### src/rtl/adc_frame_aligner.sv
// adc_frame_aligner: bitslip-driven frame alignment and sample unpacking
// for multi-lane serial ADCs, running in the divided ADC clock domain.
//
// Ports:
//   clk, reset_n   divided ADC clock, async active-low reset
//   din            deserialized word; lane k bit t at din[t*NL+k]
//   realign        one-cycle pulse forcing a fresh search
//   fmt_offset     1 = offset-binary input (MSB inverted)
//   bitslip        one-cycle pulse to the SERDES BITSLIP input
//   data           sign-extended samples, channel c at [c*OUT_W +: OUT_W]
//   data_valid     sample came from a good frame while locked
//   locked         aligner is in LOCKED
//   align_err      sticky: a full sweep of MAX_SLIPS failed to lock
//   slip_count     saturating total of bitslip pulses
//   relock_count   saturating count of LOCKED->SEARCH drops
//   frame_word     registered frame lane word
module adc_frame_aligner #(
  parameter int unsigned    NUM_CH     = 2,
  parameter int unsigned    LANES      = 2,
  parameter int unsigned    SER        = 7,
  parameter int unsigned    OUT_W      = 16,
  parameter logic [SER-1:0] FRAME_PAT  = {SER{1'b0}},
  parameter int unsigned    LOCK_CNT   = 4,
  parameter int unsigned    LOSS_CNT   = 4,
  parameter int unsigned    SETTLE_CYC = 4,
  parameter int unsigned    MAX_SLIPS  = 7
) (
  input  logic                              clk,
  input  logic                              reset_n,
  input  logic [(NUM_CH*LANES+1)*SER-1:0]   din,
  input  logic                              realign,
  input  logic                              fmt_offset,
  output logic                              bitslip,
  output logic [NUM_CH*OUT_W-1:0]           data,
  output logic                              data_valid,
  output logic                              locked,
  output logic                              align_err,
  output logic [7:0]                        slip_count,
  output logic [7:0]                        relock_count,
  output logic [SER-1:0]                    frame_word
);

  localparam int unsigned NL = NUM_CH*LANES + 1;
  localparam int unsigned FL = NUM_CH*LANES;
  localparam int unsigned RW = LANES*SER;
  localparam int unsigned CW = 16;

  localparam logic [CW-1:0] LOCK_C   = CW'(LOCK_CNT);
  localparam logic [CW-1:0] LOSS_C   = CW'(LOSS_CNT);
  localparam logic [CW-1:0] SETTLE_L = CW'(SETTLE_CYC - 1);
  localparam logic [CW-1:0] MAXS_C   = CW'(MAX_SLIPS);

  typedef enum logic [1:0] {
    S_SEARCH,
    S_SLIP,
    S_SETTLE,
    S_LOCKED
  } state_t;

  state_t state_q, state_d;

  logic [CW-1:0] good_q, good_d;
  logic [CW-1:0] bad_q, bad_d;
  logic [CW-1:0] slipc_q, slipc_d;
  logic [CW-1:0] settle_q, settle_d;
  logic [CW-1:0] good_inc, bad_inc;
  logic [CW-1:0] slip_inc, settle_inc;

  logic          err_q, err_d;
  logic [7:0]    scnt_q, scnt_d;
  logic [7:0]    rcnt_q, rcnt_d;

  logic          bitslip_q;
  logic          valid_q;
  logic          locked_q;
  logic [NUM_CH*OUT_W-1:0] data_q, data_d;
  logic [SER-1:0] fw_q, fw;

  logic          good;

  // Frame lane word, earliest bit in the MSB.
  for (genvar t = 0; t < SER; t++) begin : g_fw
    assign fw[SER-1-t] = din[t*NL + FL];
  end

  assign good = (fw == FRAME_PAT) || (fw == ~FRAME_PAT);

  // Channel unpack: highest lane supplies the top SER bits.
  logic [NUM_CH-1:0][RW-1:0] raw;

  for (genvar c = 0; c < NUM_CH; c++) begin : g_raw
    for (genvar l = 0; l < LANES; l++) begin : g_ln
      for (genvar t = 0; t < SER; t++) begin : g_bit
        assign raw[c][l*SER + SER-1-t] =
          din[t*NL + c*LANES + l];
      end
    end
  end

  for (genvar c = 0; c < NUM_CH; c++) begin : g_ch
    logic [RW-1:0] smp;
    assign smp = {raw[c][RW-1] ^ fmt_offset,
                  raw[c][RW-2:0]};
    assign data_d[c*OUT_W +: OUT_W] =
      OUT_W'($signed(smp));
  end

  assign good_inc   = good_q + CW'(1);
  assign bad_inc    = bad_q + CW'(1);
  assign slip_inc   = slipc_q + CW'(1);
  assign settle_inc = settle_q + CW'(1);

  always_comb begin
    state_d  = state_q;
    good_d   = good_q;
    bad_d    = bad_q;
    slipc_d  = slipc_q;
    settle_d = settle_q;
    err_d    = err_q;
    scnt_d   = scnt_q;
    rcnt_d   = rcnt_q;

    if (realign) begin
      state_d  = S_SEARCH;
      good_d   = '0;
      bad_d    = '0;
      slipc_d  = '0;
      settle_d = '0;
      err_d    = 1'b0;
    end else begin
      unique case (state_q)
        S_SEARCH: begin
          if (good) begin
            if (good_inc == LOCK_C) begin
              state_d = S_LOCKED;
              good_d  = '0;
              bad_d   = '0;
              slipc_d = '0;
            end else begin
              good_d = good_inc;
            end
          end else begin
            good_d  = '0;
            state_d = S_SLIP;
          end
        end
        S_SLIP: begin
          if (scnt_q != 8'hFF) begin
            scnt_d = scnt_q + 8'd1;
          end
          // A full sweep without lock flags the error and
          // starts a new sweep.
          if (slip_inc == MAXS_C) begin
            err_d   = 1'b1;
            slipc_d = '0;
          end else begin
            slipc_d = slip_inc;
          end
          settle_d = '0;
          state_d  = S_SETTLE;
        end
        S_SETTLE: begin
          if (settle_q == SETTLE_L) begin
            settle_d = '0;
            good_d   = '0;
            state_d  = S_SEARCH;
          end else begin
            settle_d = settle_inc;
          end
        end
        S_LOCKED: begin
          if (good) begin
            bad_d = '0;
          end else if (bad_inc == LOSS_C) begin
            bad_d   = '0;
            good_d  = '0;
            state_d = S_SEARCH;
            if (rcnt_q != 8'hFF) begin
              rcnt_d = rcnt_q + 8'd1;
            end
          end else begin
            bad_d = bad_inc;
          end
        end
        default: begin
          state_d = S_SEARCH;
        end
      endcase
    end
  end

  always_ff @(posedge clk or negedge reset_n) begin
    if (!reset_n) begin
      state_q   <= S_SEARCH;
      good_q    <= '0;
      bad_q     <= '0;
      slipc_q   <= '0;
      settle_q  <= '0;
      err_q     <= 1'b0;
      scnt_q    <= '0;
      rcnt_q    <= '0;
      bitslip_q <= 1'b0;
      valid_q   <= 1'b0;
      locked_q  <= 1'b0;
      data_q    <= '0;
      fw_q      <= '0;
    end else begin
      state_q   <= state_d;
      good_q    <= good_d;
      bad_q     <= bad_d;
      slipc_q   <= slipc_d;
      settle_q  <= settle_d;
      err_q     <= err_d;
      scnt_q    <= scnt_d;
      rcnt_q    <= rcnt_d;
      // Pulse coincides with the cycle spent in SLIP.
      bitslip_q <= (state_d == S_SLIP);
      valid_q   <= (state_q == S_LOCKED) && good;
      locked_q  <= (state_q == S_LOCKED);
      data_q    <= data_d;
      fw_q      <= fw;
    end
  end

  assign bitslip      = bitslip_q;
  assign data         = data_q;
  assign data_valid   = valid_q;
  assign locked       = locked_q;
  assign align_err    = err_q;
  assign slip_count   = scnt_q;
  assign relock_count = rcnt_q;
  assign frame_word   = fw_q;

endmodule

### config.mk
export PLATFORM = sky130hd
export DESIGN_NAME = adc_frame_aligner
export DESIGN_NICKNAME = d
export VERILOG_FILES = /design/src/rtl/adc_frame_aligner.sv
export SDC_FILE = /design/constraint.sdc
export NUM_CORES = 1
export LEC_CHECK = 0
export CORE_MARGIN = 2
export CORE_UTILIZATION = 40
export CTS_BUF_LIST = sky130_fd_sc_hd__clkbuf_4 sky130_fd_sc_hd__clkbuf_8 sky130_fd_sc_hd__clkbuf_16
export CTS_CLUSTER_SIZE = 14
export DETAILED_ROUTE_END_ITERATION = 10
export DONT_BUFFER_PORTS = 1
export MAX_ROUTING_LAYER = met4
export SLEW_MARGIN = 20
export SYNTH_ARGS = -nofsm -noshare
export SYNTH_HDL_FRONTEND = slang
export SYNTH_SLANG_ARGS = --single-unit
### constraint.sdc
create_clock -name clk -period 2.5 [get_ports clk]
set_input_delay 0.125 -clock clk [delete_from_list [all_inputs] [get_ports clk]]
set_output_delay 0.125 -clock clk [all_outputs]
set_load 0.05 [all_outputs]
==> Word-level counts from Yosys, hierarchy flattened <==
Cells that the tools add are included.
{ "word_totals": {"out_inout_bits": 59, "ramBits": 0, "latchBits": 0, "ff_bits": 123, "inputBits": 39, "romBits": 0, "mem_count": 0} }
{ "classes": {"order_cmp": 0, "n_reduce_logical": 16, "n_addsub": 6, "div_mod_pow": 0, "muxes": 29, "bitwise": 4, "n_shift": 0, "mul": 0, "eq_ne": 16} }
{ "op_table": {"columns": ["operator", "count"], "rows": [
  ["16-bit 2-to-1 mux", 15],
  ["16-bit case mux with 2 select lines", 3],
  ["16-bit by 1-bit adder with 16-bit output, second input constant", 4],
  ["16-bit by 3-bit == test with 1-bit output, second input constant", 3],
  ["16-bit case mux with 3 select lines", 1],
  ["8-bit by 1-bit adder with 8-bit output, second input constant", 2],
  ["16-bit by 2-bit == test with 1-bit output, second input constant", 1],
  ["8-bit inequality test, second input constant", 2],
  ["3-bit inequality test, second input constant", 5],
  ["2-bit 2-to-1 mux", 6],
  ["3-bit AND reduction", 3],
  ["3-bit nonzero test", 3],
  ["2-bit case mux with 4 select lines", 1],
  ["7-bit == test, second input constant", 1],
  ["7-bit zero test", 1],
  ["5-bit AND reduction", 1],
  ["2-bit by 1-bit == test with 1-bit output, second input constant", 2],
  ["2-bit == test, second input constant", 2],
  ["4-bit AND reduction", 1],
  ["2-bit nonzero test", 2],
  ["4-bit nonzero test", 1],
  ["1-bit 2-to-1 mux", 3],
  ["2-bit zero test", 1],
  ["1-bit inverter", 2],
  ["other kinds (4)", 5]
]} }

==> Longest topological paths before layout <==
{ "depth": {"ltp_word": 7, "depth_mapped": 10, "mapped_depth_nobuf": 9} }

==> Worst setup path before layout <==
No wires, ideal clock.
{ "synth_path": {"path_kind": "register -> register", "start": "register good_q[0]", "end": "register slipc_q[11]", "setup_slack_ps": -136, "n_path_buf": 2, "stages_incl_launch_ff": 11, "arrival_ps": 2496, "path_cell_list": "dfrtp_1 -> ha_1 -> and4_1 -> clkbuf_1 -> and3_1 -> a211o_1 -> a211oi_2 -> a211oi_1 -> nor2_1 -> buf_2 -> a41oi_1"} }
{ "synth_via": {"elab_chain_cells": 4} }
{ "synth_lines": {"columns": ["element", "line_no", "rtl"], "rows": [
  ["from (decl)", "62", "logic [CW-1:0] good_q, good_d;"],
  ["from (signal assigned)", "209", "good_q <= good_d;"],
  ["16-bit by 1-bit adder with 16-bit output", "108", "assign good_inc = good_q + CW'(1);"],
  ["16-bit by 3-bit == test with 1-bit output", "134", "if (good_inc == LOCK_C) begin"],
  ["3-bit inequality test (no source line)", null, null],
  ["3-bit AND reduction (no source line)", null, null],
  ["to (signal assigned)", "211", "slipc_q <= slipc_d;"],
  ["to (decl)", "64", "logic [CW-1:0] slipc_q, slipc_d;"]
]} }
No other way between the ends.
A chain may end at the register's enable or synchronous reset.

==> Worst setup path after layout <==
{ "layout_path": {"start": "register bad_q[4]", "end": "register good_q[3]"} }
{ "layout_via": {"elab_chain_cells": 4} }
{ "layout_lines": {"columns": ["element", "line_no", "rtl"], "rows": [
  ["from (decl)", "63", "logic [CW-1:0] bad_q, bad_d;"],
  ["from (signal assigned)", "196", "bad_q <= '0;"],
  ["from (signal assigned)", "210", "bad_q <= bad_d;"],
  ["16-bit by 1-bit adder with 16-bit output", "109", "assign bad_inc = bad_q + CW'(1);"],
  ["16-bit by 3-bit == test with 1-bit output", "174", "end else if (bad_inc == LOSS_C) begin"],
  ["3-bit inequality test (no source line)", null, null],
  ["4-bit AND reduction (no source line)", null, null]
]} }
No other way between the ends.

==> flow_summary.toml <==
[die]
die_h_um = 127
core_region_area_mm2 = 0.0150
die_area_mm2 = 0.0162
die_w_um = 127
boundaryPins = 98
rows = 45
start_util_pct = 40.4

[global_route]
grt_antenna_before_repair = 1
grt_pass1_wl_mm = 27.2
grt_pass1_vias = 5477
grt_max_degree = 122
gr-total-overflow = 0
grt_usage_pct = 21.8

[sta]
finalCritPeriodShare_pct = 107
setup_viol = 40
skew_ps = 9.74
maxSlewViolCount = 0
worstMarginPinSlew_ps = 553
rsz0062_at_grt = "true"
fin_crit_ps = 2660
max_freq_ghz = 0.375
slew_headroom_pct = 63.2
finalWorstSetupSlack_ps = -165
holdWs_ps = -596
hold_viol = 121

[clocking]
clockBufferDepth = 2
insertion_delay_ps = 420
cts_tree = "yes"
cts_buffers = 17
htreeDepth = 4
clock_tree.root_cell = "clkbuf_16"
clk_pin_slew_ps = 60
holdBufCountCts = 38
cts_sinks = 121

[finish]
fin_area_mm2 = 0.00876
area_growth_pct = 44.5
fin_util_pct = 58.3
drive_gt1_share_pct = 31.3
layout.cells.non_filler = 975
layout.nets = 819

[synth]
synth.most_common_cell = "dfrtp_1"
yosysUniqueCellTypes = 67
yosys-top-cells-area = "dfrtp_1 (50%), nand3_1 (3.7%), nor2_1 (3.6%)"
ys_ff_latch = 121
yosysTopAreaCellShare_pct = 49.9
synth_edf_count = 0
syn_nets = 658
synthXorXnorAreaFrac_pct = 5.63
syn_area_mm2 = 0.00607
synth.avg_cell_area_um2 = 9.91
ys_seq_area_share_pct = 49.9
synth_top_area_cell = "dfrtp_1"
synthMuxAreaShare_pct = 1.71
yosys-top-cells-count = "dfrtp_1 (121), nor2_1 (58), nand2_1 (50)"
synth_top_family_by_area = "simple AND/OR/NAND/NOR gates"
ys_async_sr_fraction_pct = 100
synthFlopType = "dfrtp_1"
yosysWarnings = 0
synthCells = 612
synth-simple-area-share_pct = 21.4
synth_fa_ha_area_share_pct = 1.44
synth_compound_area_share_pct = 16.2

[worst_setup_path]
critPathLaunchType = "register"
slowest_stage = "or4_4"
r2r_start = "bad_q[4]"
arrival_ps = 3020
endpoint_kind = "register"
reg2regPathDepth = 9
reg2reg_slack_ps = -160
worst_ep_required_time_ps = 2850
r2r-end = "good_q[3]"
crit_type = "reg -> reg"
critPathLaunch = "bad_q[4]"
worstPathMaxFanout = 5
crit_path_cell_trace = "nand4_4 > nor4_4 > mux2i_2 > buf_4 > nor4b_4 > a211oi_2 > buf_6 > or4_4 > nand3_2"
cpPeakStageDelay_ps = 510

[placement]
pre_cts_ws_ps = -275
gp_congestion = 0.893
post_dp_cell_area_mm2 = 0.00695
hpwlAfterDp_mm = 10.7
dp.cells = 870
numPortBuffers = 0

[routing]
drt_wl_total_mm = 17.2
ant_nets = 0
via_per_inst = 5.68
vias = 5540
wl_per_cell_um = 17.6
drc = 0
first_iter_violations = 418
drt_first_pass_iters = 5

[pwr]
power.density_mw_per_mm2 = 674
cellLeakagePower_uw = 0.00384
p_total_uw = 5910
peakVddDrop_mv = 0.634

[run_status]
status = "finished with violations"
violations = "negative hold slack, negative setup slack"

[run]
maxCapViolCount = 0

[min_path]
hp-class = "in -> async"
[stage by stage]
stage | hold WS [ps] | setup TNS (ps)
detailed placement | -169 | -5580
floorplan | -171 | 0
CTS | -612 | -571
global placement | -168 | -3220
finish | -596 | -2630
global route | -616 | -6740
[how the worst max path moves through the flow]
stage | to
after CTS | good_q[3]
after global routing | good_q[3]
after detailed placement | slipc_q[11]
after floorplan | slipc_q[6]
final | good_q[3]
after global placement | bad_q[10]
[worst max-delay path: cells and delay by family, from the launching register on]
kind	cells	cell delay, ps
AOI/OAI and AO/OA	1	170
buffers and inverters	2	330
DFF	1	420
and+or+nand+nor	5	1540
muxes	1	140
[report_power, final]
part,internal [uW],total [uW],switching [uW]
Clock,1830,2740,912
Sequential,2060,2240,186
Combinational,363,924,560
Total,4250,5910,1660
[area by class of cell]
| cell class | instances | area [um2] |
|---|---|---|
| sequential | 121 | 3030 |
| clock buffer | 19 | 453 |
| timing repair buffer | 171 | 1480 |
| antenna | 1 | 2.50 |
| fill | 1187 | 6270 |
| inverter | 18 | 72.6 |
| clock inverter | 13 | 216 |
| multi-input combinational | 444 | 3270 |
| tap | 188 | 235 |
[per-layer routing]
metal  vias up  part of all wire (%)  track usage [%]
met2       150                    51             34.9
met1      2778                    42             26.7
met3        43                   4.2             4.82
li1       2569                     -                -
met4         0                   2.6             9.44
met5         -                     0                -
[cells by family (layout without fill, tap and decap cells)]
kind of cell | after synthesis | count (layout)
multiplexers | 10 | 10
flip-flops | 121 | 121
AND/OR/NAND/NOR | 249 | 252
buffers and inverters | 50 | 221
XOR/XNOR | 39 | 39
adder cells (fa/ha/maj) | 7 | 7
AO/OA/AOI/OAI | 136 | 136
other | 0 | 1
[sequential cells by signal, indices dropped and copies added (netlist names)]
signal,count
data,28
bad_q,16
good_q,16
settle_q,16
slipc_q,16
relock_count,8
slip_count,8
frame_word,7
state_q,2
align_err,1
bitslip,1
data_valid,1
locked,1
[cells in the final DEF (no fill, tap or decap), types with 19 or more instances in the layout]
| cell | synthesis | routed |
|---|---|---|
| buf_4 | 5 | 115 |
| dfrtp_1 | 121 | 117 |
| dlygate4sd3_1 | 0 | 38 |
| nand2_1 | 50 | 48 |
| nand3_1 | 45 | 37 |
| nand4_1 | 19 | 19 |
| nor2_1 | 58 | 54 |
| o21ai_0 | 23 | 19 |
| xnor2_1 | 22 | 22 |
[what timing repair did]
action / CTS / global route
pin swaps: 21 / 30
endpoints found under the hold margin: 160 / 121
resized for setup: 44 / 51
buffers inserted: 16 / 19
gates cloned: 2 / 2
endpoints found under the setup margin: 50 / 55
Note: power is estimated with default switching activity, not from simulation.
